## src/rtl/mips_pkg.sv

```systemverilog
// Shared types and constants for the MIPS writeback stage.
//   load_size_e : width selector for load extraction (3 is reserved, treated as word)
//   REG_ZERO    : index of the hard-wired zero register
//   XLEN_DEF    : default datapath width
package mips_pkg;

  localparam int unsigned XLEN_DEF = 32;

  localparam logic [4:0] REG_ZERO = 5'd0;

  typedef enum logic [1:0] {
    LS_BYTE = 2'd0,
    LS_HALF = 2'd1,
    LS_WORD = 2'd2
  } load_size_e;

endpackage

```

## src/rtl/load_align.sv

```systemverilog
// Combinational load-data extraction for lb/lbu/lh/lhu/lw.
//   mem_rdata_i     : aligned data word from memory
//   offset_i        : byte offset within the word (address[1:0])
//   load_size_i     : byte / half / word (reserved encoding behaves as word)
//   load_unsigned_i : zero-extend instead of sign-extend
//   data_o          : extracted and extended load value
//   misaligned_o    : access does not sit on its natural boundary
module load_align
  import mips_pkg::*;
#(
  parameter int unsigned XLEN = XLEN_DEF
) (
  input  logic [XLEN-1:0] mem_rdata_i,
  input  logic [1:0]      offset_i,
  input  load_size_e      load_size_i,
  input  logic            load_unsigned_i,
  output logic [XLEN-1:0] data_o,
  output logic            misaligned_o
);

  logic [7:0]  byte_lane;
  logic [15:0] half_lane;

  // Little-endian lanes: byte lane = offset, half lane = offset[1].
  assign byte_lane = mem_rdata_i[{offset_i, 3'b000} +: 8];
  assign half_lane = mem_rdata_i[{offset_i[1], 4'b0000} +: 16];

  always_comb begin
    data_o       = mem_rdata_i;
    misaligned_o = 1'b0;
    case (load_size_i)
      LS_BYTE: begin
        data_o = {{(XLEN-8){byte_lane[7] & ~load_unsigned_i}}, byte_lane};
      end
      LS_HALF: begin
        data_o       = {{(XLEN-16){half_lane[15] & ~load_unsigned_i}}, half_lane};
        misaligned_o = offset_i[0];
      end
      default: begin
        data_o       = mem_rdata_i;
        misaligned_o = (offset_i != 2'b00);
      end
    endcase
  end

endmodule

```

## src/rtl/mips_writeback.sv

```systemverilog
// MIPS writeback stage: MEM/WB pipeline register, result selection and
// register-file write port, plus a retired-instruction counter.
//   Inputs : in_valid/stall/flush control, alu_result, mem_rdata, pc_plus8,
//            dest_reg, reg_write, mem_to_reg, link, load_size, load_unsigned
//   Outputs: write_data/write_register/regwrite (register file write port),
//            wb_valid, misalign_err, retire_count
module mips_writeback
  import mips_pkg::*;
#(
  parameter int unsigned XLEN  = XLEN_DEF,
  parameter int unsigned CNT_W = 32
) (
  input  logic             clk_i,
  input  logic             rst_ni,
  input  logic             in_valid_i,
  input  logic             stall_i,
  input  logic             flush_i,
  input  logic [XLEN-1:0]  alu_result_i,
  input  logic [XLEN-1:0]  mem_rdata_i,
  input  logic [XLEN-1:0]  pc_plus8_i,
  input  logic [4:0]       dest_reg_i,
  input  logic             reg_write_i,
  input  logic             mem_to_reg_i,
  input  logic             link_i,
  input  logic [1:0]       load_size_i,
  input  logic             load_unsigned_i,
  output logic [XLEN-1:0]  write_data_o,
  output logic [4:0]       write_register_o,
  output logic             regwrite_o,
  output logic             wb_valid_o,
  output logic             misalign_err_o,
  output logic [CNT_W-1:0] retire_count_o
);

  logic [XLEN-1:0]  ld_data;
  logic             ld_misaligned;
  logic [XLEN-1:0]  result;
  logic             entry_valid;

  logic [XLEN-1:0]  write_data_q, write_data_d;
  logic [4:0]       write_register_q, write_register_d;
  logic             reg_write_q, reg_write_d;
  logic             wb_valid_q, wb_valid_d;
  logic             misalign_q, misalign_d;
  logic [CNT_W-1:0] retire_q, retire_d;

  load_align #(
    .XLEN (XLEN)
  ) u_load_align (
    .mem_rdata_i     (mem_rdata_i),
    .offset_i        (alu_result_i[1:0]),
    .load_size_i     (load_size_e'(load_size_i)),
    .load_unsigned_i (load_unsigned_i),
    .data_o          (ld_data),
    .misaligned_o    (ld_misaligned)
  );

  assign entry_valid = in_valid_i & ~flush_i;

  // link has priority over mem_to_reg.
  always_comb begin
    result = alu_result_i;
    if (link_i) begin
      result = pc_plus8_i;
    end else if (mem_to_reg_i) begin
      result = ld_data;
    end
  end

  always_comb begin
    write_data_d     = write_data_q;
    write_register_d = write_register_q;
    reg_write_d      = reg_write_q;
    wb_valid_d       = wb_valid_q;
    misalign_d       = misalign_q;
    retire_d         = retire_q;
    if (!stall_i) begin
      write_data_d     = result;
      write_register_d = dest_reg_i;
      reg_write_d      = reg_write_i;
      wb_valid_d       = entry_valid;
      misalign_d       = entry_valid & mem_to_reg_i & ld_misaligned;
      if (entry_valid) begin
        retire_d = retire_q + CNT_W'(1);
      end
    end else if (flush_i) begin
      // Flush squashes the held entry even while stalled.
      wb_valid_d = 1'b0;
      misalign_d = 1'b0;
    end
  end

  always_ff @(posedge clk_i or negedge rst_ni) begin
    if (!rst_ni) begin
      write_data_q     <= '0;
      write_register_q <= '0;
      reg_write_q      <= 1'b0;
      wb_valid_q       <= 1'b0;
      misalign_q       <= 1'b0;
      retire_q         <= '0;
    end else begin
      write_data_q     <= write_data_d;
      write_register_q <= write_register_d;
      reg_write_q      <= reg_write_d;
      wb_valid_q       <= wb_valid_d;
      misalign_q       <= misalign_d;
      retire_q         <= retire_d;
    end
  end

  assign write_data_o     = write_data_q;
  assign write_register_o = write_register_q;
  assign wb_valid_o       = wb_valid_q;
  assign misalign_err_o   = misalign_q;
  assign retire_count_o   = retire_q;
  assign regwrite_o       = wb_valid_q & reg_write_q & ~misalign_q &
                            (write_register_q != REG_ZERO);

endmodule

```

## config.mk

```make
export PLATFORM = sky130hd
export DESIGN_NAME = mips_writeback
export DESIGN_NICKNAME = d
export VERILOG_FILES = /design/src/rtl/mips_pkg.sv /design/src/rtl/load_align.sv /design/src/rtl/mips_writeback.sv
export SDC_FILE = /design/constraint.sdc
export NUM_CORES = 1
export LEC_CHECK = 0
export ABC_AREA = 1
export ABC_CLOCK_PERIOD_IN_PS = 2400
export CAP_MARGIN = 20
export CELL_PAD_IN_SITES_DETAIL_PLACEMENT = 1
export CELL_PAD_IN_SITES_GLOBAL_PLACEMENT = 2
export CORE_MARGIN = 4
export CORE_UTILIZATION = 24
export DETAILED_ROUTE_END_ITERATION = 16
export PLACE_DENSITY = 0.91
export SLEW_MARGIN = 20
export SYNTH_ARGS = -nofsm -noshare
export SYNTH_HDL_FRONTEND = slang
export SYNTH_SLANG_ARGS = --single-unit
```

## constraint.sdc

```tcl
create_clock -name clk_i -period 2.4 [get_ports clk_i]
set_input_delay 0.36 -clock clk_i [delete_from_list [all_inputs] [get_ports clk_i]]
set_output_delay 0.36 -clock clk_i [all_outputs]
set_load 0.005 [all_outputs]
```

# Word-level counts from Yosys, hierarchy flattened
# Cells that the tools add are included.
dict set report totals {
  regBits 72
  output_inout_bits 72
}
dict set report op_classes {
  reduce_logical 4
  n_bitwise 12
  n_mux 7
  n_shift 2
  n_addsub 1
  n_eq_ne 2
}
# operator count
set ops {}
lappend ops {{2-to-1 mux 32 bit} 2}
lappend ops {{one-hot mux 32 bit (2 select lines)} 1}
lappend ops {{adder 32 x 1 -> 32 bit, second input constant} 1}
lappend ops {{variable part select 32 x 6 -> 16 bit} 1}
lappend ops {{variable part select 32 x 6 -> 8 bit} 1}
lappend ops {{bitwise AND 1 bit} 8}
lappend ops {{nonzero test 5 bit} 1}
lappend ops {{NOT 1 bit} 4}
lappend ops {{2-to-1 mux 1 bit} 3}
lappend ops {{equality test 2 x 1 -> 1 bit, second input constant} 1}
lappend ops {{zero test 2 bit} 1}
lappend ops {{inequality test 2 x 1 -> 1 bit, second input constant} 1}
lappend ops {{one-hot mux 1 bit (2 select lines)} 1}
lappend ops {{AND reduction 2 bit} 1}
lappend ops {{nonzero test 2 bit} 1}

# Longest topological paths before layout
# Gate-level depths: netlist (run 1).
dict set report depth {
  word_depth 5
  mapped_depth 13
}

# Hierarchy
# From an unflattened synthesis (run 1), not the netlist that was laid out.
dict set report hier_totals {
  cells_unflattened 677
  hier_area_um2 4698.3
}
# module seq_area_each_um2 instances area_per_inst_um2 cells_per_inst
set by_module_without_submodules {}
lappend by_module_without_submodules {mips_writeback 1801.7 1 3961.3 515}
lappend by_module_without_submodules {load_align 0.0 1 737.0 162}

# Worst setup path after synthesis (run 1)
# No wires, ideal clock.
dict set report synth_path {
  kind {input to register}
  startpoint {input port alu_result_i[1]}
  endpoint {register write_data_q[28] (netlist: write_data_o[28])}
  cell_stages 13
  t_arrival_ns 1.274
  required_ns 2.283
  setup_slack_ns 1.009
  n_path_buf 2
  cell_sequence {buf_2 > inv_2 > nand2_1 > nand2_1 > nand2_1 > nand2_2 > nand2_4 > buf_6 > nand3_1 > nand2_1 > nand2_1 > nand2_1 > nand2_1}
}
dict set report synth_via {
  elab_chain_len 5
  word_cells_on_any_way 7
  cone_classes {shift (2); mux (3); bitwise (2)}
}
# element line
set synth_lines {}
lappend synth_lines {{start: declaration} mips_writeback.sv:18} ;# input logic [XLEN-1:0] alu_result_i,
lappend synth_lines {{variable part select 32 x 6 -> 16 bit / variable part select 32 x 6 -> 8 bit (equally long branches)} {load_align.sv:26, load_align.sv:25}}
lappend synth_lines {{bitwise AND 1 bit (on tied branches)} {load_align.sv:36, load_align.sv:33}}
lappend synth_lines {{one-hot mux 32 bit (2 select lines) *} load_align.sv:31} ;# case (load_size_i)
lappend synth_lines {{2-to-1 mux 32 bit *} mips_writeback.sv:65} ;# end else if (mem_to_reg_i) begin
lappend synth_lines {{2-to-1 mux 32 bit *} mips_writeback.sv:63} ;# if (link_i) begin
lappend synth_lines {{end signal: assignment} mips_writeback.sv:102} ;# write_data_q <= write_data_d;
lappend synth_lines {{end: declaration} mips_writeback.sv:40} ;# logic [XLEN-1:0] write_data_q, write_data_d;
# Mark *: on every way between the ends. The rest lies on a longest branch, timed or not.
# A chain may end at the register's enable or synchronous reset.

# Final worst setup path (run 1)
dict set report layout_path {
  startpoint {register write_register_q[3] (netlist: write_register_o[3])}
  endpoint {output port regwrite_o}
}
dict set report layout_via {
  elab_chain_len 2
}
# element line
set layout_lines {}
lappend layout_lines {{start: declaration} mips_writeback.sv:41} ;# logic [4:0] write_register_q, write_register_d;
lappend layout_lines {{start signal: assignment} mips_writeback.sv:103} ;# write_register_q <= write_register_d;
lappend layout_lines {{nonzero test 5 bit} mips_writeback.sv:117} ;# (write_register_q != REG_ZERO);
lappend layout_lines {{bitwise AND 1 bit} mips_writeback.sv:116} ;# assign regwrite_o = wb_valid_q & reg_write_q & ~misalign_q &
lappend layout_lines {{end: declaration} mips_writeback.sv:29} ;# output logic regwrite_o,
# No other way between the ends.

==> results.ini, run 1 <==
[floorplanning]
ios = 184
start_util = 0.244
die_y_um = 151
dieArea_um2 = 22800
rows = 52
die_x_um = 151
design.core.area_um2 = 20200

[yosys]
synthMostInstantiatedCell = nand2_1
synth_top_area_cell = dfrtp_1
synthTopCellsByArea = dfrtp_1, nand2_1, nor2_1
ys_seq_elements = 72
synth_edf_count = 0
netlist_instances = 775
syn_area_per_cell_um2 = 6.34
yosysWarnings = 0
synth_ff_type = dfrtp_1
synth_top_area_frac = 0.367
syn_nets = 888
yosysSeqAreaShare = 0.367
synthTopCellsByCount = nand2_1, nor2_1, dfrtp_1
yosys.cell_types.count = 33
async_flop_share = 1.00
syn_area_um2 = 4920

[final_layout]
fin_area_um2 = 7370
area_delta_synth_final_pct = 49.9
final_util = 0.365
nNetsFinal = 1063
stdcell_count = 1226
num-fill-cells = 2577
drive_gt1_frac = 0.0649

[sta]
finalCritPeriodShare = 0.809
clock.fmax_mhz = 515
fin_setup_tns_ps = 0
fin_ws_ps = 458
tightest_slew_ps = 763
final-hold-violation-count = 0
maxSlewViolCount = 0
rsz0062_at_grt = no
fin_skew_ps = 6.36
relSlewSlack = 0.491
setup_viol = 0
hold_ws_ps = 369
min_period_ps = 1940

[grt]
grt_pass1_wl_mm = 31.6
grt_max_degree = 72
grt_overflow = 0
grt_usage = 0.178
grt_pass1_vias = 5768
antenna_found_initial = 5

[critical_path]
end_kind = primary output
reg2reg_slack_ps = 690
cp.arrival_ps = 1580
cp-start-kind = register
cp.required_ps = 2040
crit_type = reg2out
path_max_fanout = 3

[power]
p_per_area_nw_per_um2 = 530
power_switching_mw = 1.22
p_comb_frac = 0.262
ir_drop_mv = 0.212
p_int_mw = 2.69
p_leak_nw = 3.41
fin_total_pwr_mw = 3.91
power.share.sequential = 0.371
clkPwrFrac = 0.367
swShare = 0.312

[clock_network]
root_buffer = clkbuf_16
htree_num_levels = 3
cts_buffers = 9
cts_sinks = 72
cts.clk_slew.worst_paths_ps = 70
clock_latency_ps = 350
cts_setup_buffers = 0
clk_path_buf_depth = 2
cts_resized = 0
cts_tree = built
cts_hold_buffers = 1

[drt]
wl_per_cell_um = 16.3
wl_mm = 20.0
vias_per_cell = 4.43
ant_nets = 0
drt_iter0_drc = 196
dr.pass1.iters = 4
vias = 5434
drc = 0

[placed_design]
place_hpwl_mm = 15.5
place_inst = 1208
numPortBuffers = 183
place_ws_ps = 135
post_dp_cell_area_um2 = 7050
place_congestion = 0.840

[flow_run]
cap_viol_max_count = 0

[min_path]
hold_class = in2reg

[status]
status = complete, no violations

[kinds of logic after synthesis]
family | count (synthesis) | share of synthesized area
AOI/OAI and AO/OA | 76 | 0.0802
xor gates and xnor gates | 16 | 0.0285
adders and majority gates | 1 | 0.00254
buffers and inverters | 83 | 0.0728
DFF | 72 | 0.367
and+or+nand+nor | 527 | 0.449
[critical path, stage by stage (launching register included)]
cell and delay [ps]:
dfrtp_1 400, nor3_1 210, nand2_1 80, nand4_1 70
inv_1 50, clkdlybuf4s50_1 440
[cell usage in the layout, fill, tap and decap left out, drive strengths merged, types with 2 or more instances in the layout]
master	instances
clkinv	6
inv	49
buf	16
o22ai	7
xnor2	2
nor2	105
xor2	14
nor3	22
nand3	33
o21ai	15
clkdlybuf4s50	181
clkbuf	9
nand2	355
nand4	8
a21oi	52
nand3b	3
dfrtp	72
[metal layers]
metal	wire [um]	up-vias	part of all wire	global-route usage
li1	-	2782	-	-
met1	8880	2488	0.44	0.225
met2	9360	129	0.47	0.294
met3	1350	27	0.068	0.0494
met4	340	8	0.017	0.0544
met5	49	-	0.0025	0
[final cells by class]
| cell class | instances | area [um2] | share of cell area |
|---|---|---|---|
| diodes | 1 | 2.50 | 0.000340 |
| clock buffers | 9 | 225 | 0.0306 |
| clock inverters | 7 | 81.3 | 0.0110 |
| inverters | 49 | 189 | 0.0256 |
| multi-input cells | 620 | 2760 | 0.374 |
| flip-flops and latches | 72 | 1800 | 0.244 |
| well taps | 270 | 338 | 0.0458 |
| repair buffers | 198 | 1980 | 0.268 |
[flip-flops by register name, indices dropped and copies added (netlist names)]
signal / cells
retire_count_o: 32
write_data_o: 32
write_register_o: 5
misalign_err_o: 1
reg_write_q: 1
wb_valid_o: 1
[power by group through the flow]
stage | logic, mW | clock network (mW) | registers (mW)
finish | 1.02 | 1.43 | 1.45
global route | 1.13 | 1.53 | 1.47
CTS | 1.04 | 1.49 | 1.45
global placement | 1.01 | 0 | 1.47
floorplan | 0.413 | 0 | 1.46
detailed placement | 1.03 | 0 | 1.47
[path summary, 6_finish.rpt]
kind / start / end / cells after the start
worst max-delay path: write_register_o[3]$_DFFE_PN0N_ / regwrite_o / 5
worst min-delay path: stall_i / write_register_o[0]$_DFFE_PN0N_ / 4
worst max register to register: retire_count_o[9]$_DFFE_PN0P_ / retire_count_o[21]$_DFFE_PN0P_ / 7
worst min register to register: write_data_o[0]$_DFFE_PN0N_ / write_data_o[0]$_DFFE_PN0N_ / 2
max in group asynchronous: rst_ni / write_data_o[16]$_DFFE_PN0N_ / 3
min in group asynchronous: rst_ni / retire_count_o[15]$_DFFE_PN0P_ / 2
(Power assumes the default switching activity.)
==> run 2: changes to the inputs <==
--- a/config.mk
+++ b/config.mk
@@ -6,14 +6,14 @@
 export NUM_CORES = 1
 export LEC_CHECK = 0
 export ABC_AREA = 1
-export ABC_CLOCK_PERIOD_IN_PS = 2400
+export ABC_CLOCK_PERIOD_IN_PS = 1700
 export CAP_MARGIN = 20
 export CELL_PAD_IN_SITES_DETAIL_PLACEMENT = 1
 export CELL_PAD_IN_SITES_GLOBAL_PLACEMENT = 2
 export CORE_MARGIN = 4
-export CORE_UTILIZATION = 24
+export CORE_UTILIZATION = 20
 export DETAILED_ROUTE_END_ITERATION = 16
-export PLACE_DENSITY = 0.91
+export PLACE_DENSITY = 0.82
 export SLEW_MARGIN = 20
 export SYNTH_ARGS = -nofsm -noshare
 export SYNTH_HDL_FRONTEND = slang
==> constraint.sdc (replaced) <==
create_clock -name clk_i -period 1.7 [get_ports clk_i]
set_input_delay 0.255 -clock clk_i [delete_from_list [all_inputs] [get_ports clk_i]]
set_output_delay 0.255 -clock clk_i [all_outputs]
set_load 0.005 [all_outputs]
==> results.ini, run 2 (synthesis gave the netlist of run 1 again) <==
[power]
p_per_area_nw_per_um2 = 720
p_leak_nw = 3.68
power_switching_mw = 1.76
swShare = 0.311
power.share.sequential = 0.362
ir_drop_mv = 0.338
p_comb_frac = 0.279
p_int_mw = 3.89
fin_total_pwr_mw = 5.65
clkPwrFrac = 0.359

[floorplanning]
die_y_um = 165
ios = 184
start_util = 0.203
die_x_um = 165
dieArea_um2 = 27200
rows = 57
design.core.area_um2 = 24200

[drt]
vias = 5597
drt_iter0_drc = 257
drc = 0
wl_per_cell_um = 15.5
vias_per_cell = 4.22
ant_nets = 0
dr.pass1.iters = 6
wl_mm = 20.6

[final_layout]
num-fill-cells = 3079
drive_gt1_frac = 0.113
layout_commonest_cell = nand2_1
final_util = 0.323
seq_area_um2 = 1800
n_antenna_cell = 0
layout_common_cells = nand2_1, clkdlybuf4s50_1, nor2_1, dfrtp_1, buf_4
area_delta_synth_final_pct = 59.5
multi_input_area_um2 = 2790
nNetsFinal = 1109

[clock_network]
clock_latency_ps = 350
cts_sinks = 72
clk_path_buf_depth = 2
htree_num_levels = 3
cts.clk_slew.worst_paths_ps = 70
root_buffer = clkbuf_16
cts_buffers = 9
cts_tree = built

[sta]
min_period_ps = 1620
final-hold-violation-count = 0
relSlewSlack = 0.712
fin_setup_tns_ps = 0
maxSlewViolCount = 0
setup_viol = 0
tightest_slew_ps = 433
fin_skew_ps = 7.23
hold_ws_ps = 289
finalCritPeriodShare = 0.950
clock.fmax_mhz = 619

[grt]
grt_overflow = 0
grt_usage = 0.153
grt_pass1_wl_mm = 32.5
grt_pass1_vias = 5906
grt_max_degree = 73
antenna_found_initial = 1

[critical_path]
path_max_fanout = 3
crit_type = reg2out
end_kind = primary output
cp.required_ps = 1440
cp-start-kind = register
cp.arrival_ps = 1360

[placed_design]
place_congestion = 0.844
numPortBuffers = 183
place_hpwl_mm = 16.4

[status]
status = complete, no violations

[flow_run]
cap_viol_max_count = 0

[min_path]
hold_class = in2reg

[run 2: changes by cell type in the layout (fill, tap and decap cells not counted), sizes merged]
cell	delta
clkinv	-1
clkdlybuf4s15	+1
clkdlybuf4s50	-2
buf	+46
diode	-1
dlymetal6s2s	+1
inv	+1
[run 2: per-layer routing]
metal,GRT usage,up-vias,wire (um)
met2,0.256,129,9660
met5,0,-,12
met4,0.0284,2,190
met3,0.0532,15,1500
met1,0.192,2577,9220
li1,-,2874,-
[run 2: path summary, 6_finish.rpt]
kind                                                    to  slack (ps)                           from  depth (start not counted)
min in group asynchronous  write_register_o[4]$_DFFE_PN0N_         490                         rst_ni                          3
min                        write_register_o[1]$_DFFE_PN0N_         290                        stall_i                          4
max reg2reg                 retire_count_o[21]$_DFFE_PN0P_         160  retire_count_o[4]$_DFFE_PN0P_                          7
max in group asynchronous      write_data_o[9]$_DFFE_PN0N_         870                         rst_ni                          3
min reg2reg                    write_data_o[7]$_DFFE_PN0N_         480    write_data_o[7]$_DFFE_PN0N_                          2
max                                      retire_count_o[3]          80  retire_count_o[3]$_DFFE_PN0P_                          2
[run 2: through the flow]
stage / instances / setup slack [ps] / cell area (um2)
after floorplan: 775 / 329 / 4920
after global placement: 1304 / -211 / 7460
after detailed placement: 1304 / -234 / 7460
after CTS: 1323 / 34.5 / 7790
after global routing: 1325 / -3.79 / 7840
final: 1325 / 84.4 / 7840
[run 2: repair_timing]
item,CTS,global route
hold buffers,1,0
pin swaps,1,2
hold endpoints to repair,72,0
buffers inserted,2,2
resized for setup,2,8
cloned,0,0
setup endpoints to repair,1,10
[run 2: critical path, stage by stage (launching register included)]
cell,delay (ps)
dfrtp_1,370
buf_4,140
clkdlybuf4s50_1,500
[run 2: final cells by class]
type | count | area share
inverter | 49 | 0.0241
clock inverter | 7 | 0.0101
tap | 324 | 0.0517
multi-input combinational | 620 | 0.356
sequential | 72 | 0.230
timing repair buffer | 244 | 0.300
clock buffer | 9 | 0.0287
[run 2: power by group through the flow]
stage | Sequential, mW | Combinational [mW] | Clock [mW]
2_1_floorplan | 2.06 | 0.584 | 0
3_3_place_gp | 2.06 | 1.56 | 0
3_5_place_dp | 2.06 | 1.59 | 0
4_1_cts | 2.04 | 1.60 | 2.11
5_1_grt | 2.07 | 1.75 | 2.18
6_report | 2.04 | 1.57 | 2.03
==> run 3: changes to the inputs <==
--- a/config.mk
+++ b/config.mk
@@ -8,12 +8,10 @@
 export ABC_AREA = 1
 export ABC_CLOCK_PERIOD_IN_PS = 1700
 export CAP_MARGIN = 20
-export CELL_PAD_IN_SITES_DETAIL_PLACEMENT = 1
-export CELL_PAD_IN_SITES_GLOBAL_PLACEMENT = 2
 export CORE_MARGIN = 4
-export CORE_UTILIZATION = 20
+export CORE_UTILIZATION = 41
 export DETAILED_ROUTE_END_ITERATION = 16
-export PLACE_DENSITY = 0.82
+export PLACE_DENSITY = 0.84
 export SLEW_MARGIN = 20
 export SYNTH_ARGS = -nofsm -noshare
 export SYNTH_HDL_FRONTEND = slang
==> results.ini, run 3 (synthesis gave the netlist of run 1 again) <==
[critical_path]
cp.required_ps = 1440
crit_type = reg2out
timing.rr.start = retire_count_o[4]$_DFFE_PN0P_
r2r-end = retire_count_o[21]$_DFFE_PN0P_
path_max_fanout = 3
end_kind = primary output
cp-start-kind = register
reg2reg_slack_ps = 140
cp.arrival_ps = 1350
ff2ff_path_depth = 7

[final_layout]
fin_area_um2 = 7490
drive_gt1_frac = 0.100
seq_area_um2 = 1800
multi_input_area_um2 = 2780
n_antenna_cell = 0
area_delta_synth_final_pct = 52.3
layout_commonest_cell = nand2_1
final_util = 0.647
layout_common_cells = nand2_1, clkdlybuf4s50_1, nor2_1, dfrtp_1, a21oi_1
stdcell_count = 1130
nNetsFinal = 1095
num-fill-cells = 1041

[placed_design]
place_congestion = 1.01
post_dp_cell_area_um2 = 7130
numPortBuffers = 183
place_inst = 1111
place_hpwl_mm = 12.9

[grt]
antenna_found_initial = 0
grt_max_degree = 72
grt_pass1_vias = 5384
grt_usage = 0.242
grt_overflow = 0
grt_pass1_wl_mm = 27.4

[sta]
fin_skew_ps = 5.17
finalCritPeriodShare = 0.943
rsz0062_at_grt = yes
final-hold-violation-count = 0
min_period_ps = 1600
hold_ws_ps = 276
relSlewSlack = 0.532
fin_setup_tns_ps = 0
clock.fmax_mhz = 624
setup_viol = 0
maxSlewViolCount = 0
tightest_slew_ps = 702

[drt]
wl_met3_mm = 1.35
vias = 5742
drt-met1-wl_mm = 7.26
vias_per_cell = 5.08
top_layer = met4
wl_per_cell_um = 15.2
wl_mm = 17.2
ant_nets = 0
wl_met2_mm = 8.01
dr.pass1.iters = 5
drt_iter0_drc = 463
drc = 0

[flow_run]
cap_viol_max_count = 0

[min_path]
holdPathEnd = write_register_o[1]$_DFFE_PN0N_
hold_class = in2reg
min-delay-start = stall_i
hold_path_depth = 4

[clock_network]
cts.clk_slew.worst_paths_ps = 60
cts_tree = built
htree_num_levels = 3
cts_buffers = 9
clk_path_buf_depth = 2
root_buffer = clkbuf_16
clock_latency_ps = 330
cts_sinks = 72

[floorplanning]
dieArea_um2 = 13800
die_y_um = 118
die_x_um = 118
ios = 184
rows = 39
start_util = 0.425
design.core.area_um2 = 11600

[power]
p_per_area_nw_per_um2 = 738
p_leak_nw = 3.56
ir_drop_mv = 0.593

[status]
status = complete, no violations

## run 3: cell count changes in the layout (fill, tap and decap cells not counted), sizes merged
cell / delta
clkinv: -3
clkdlybuf4s50: +1
dlymetal6s2s: -1
buf: -14
clkinvlp: +3
dlygate4sd2: +1
clkdlybuf4s15: -1
## run 3: metal layers
| layer | vias to the layer above | track usage |
|---|---|---|
| met2 | 251 | 0.387 |
| met4 | 0 | 0.0938 |
| met3 | 38 | 0.0591 |
| met5 | - | 0 |
| li1 | 2846 | - |
| met1 | 2607 | 0.318 |
## run 3: final cells by class
type | instances | share of cell area
clock inverter | 7 | 0.0105
clock buffer | 9 | 0.0301
tap | 143 | 0.0239
sequential | 72 | 0.241
multi-input combinational | 620 | 0.372
inverter | 49 | 0.0252
timing repair buffer | 230 | 0.298
## run 3: metrics by stage
| step | power [mW] | setup WS (ps) |
|---|---|---|
| floorplan | 2.64 | 329 |
| global placement | 3.54 | -175 |
| detailed placement | 3.57 | -234 |
| CTS | 5.56 | 53.0 |
| global route | 5.79 | -17.1 |
| finish | 5.52 | 96.8 |
## run 3: how the worst max path moves through the flow
stage / from / endpoint / cells after the start
5_1_grt: retire_count_o[13]$_DFFE_PN0P_ / retire_count_o[23]$_DFFE_PN0P_ / 9
2_1_floorplan: retire_count_o[0]$_DFFE_PN0P_ / retire_count_o[28]$_DFFE_PN0P_ / 10
3_5_place_dp: alu_result_i[1] / write_data_o[22]$_DFFE_PN0N_ / 12
4_1_cts: retire_count_o[4]$_DFFE_PN0P_ / retire_count_o[21]$_DFFE_PN0P_ / 7
6_report: write_register_o[2]$_DFFE_PN0N_ / regwrite_o / 5
3_3_place_gp: alu_result_i[1] / write_data_o[9]$_DFFE_PN0N_ / 12
## run 3: critical path, stage by stage (launching register included)
cell           delay (ps)
dfrtp_1               410
nor3_2                190
nand2_1                70
nand4_1                70
inv_1                  40
dlygate4sd2_1         250
## run 3: what timing repair did
item                       in CTS  in global routing
hold buffers                    1                  0
pin swaps                       1                  2
buffers inserted                2                  0
setup endpoints to repair       1                 12
gates resized for setup         2                  5
hold endpoints to repair       33                  0
## run 3: power by group
part,switching [mW],internal (mW)
combinational,0.706,0.829
sequential,0.143,1.89
clock,0.811,1.15
total,1.66,3.86
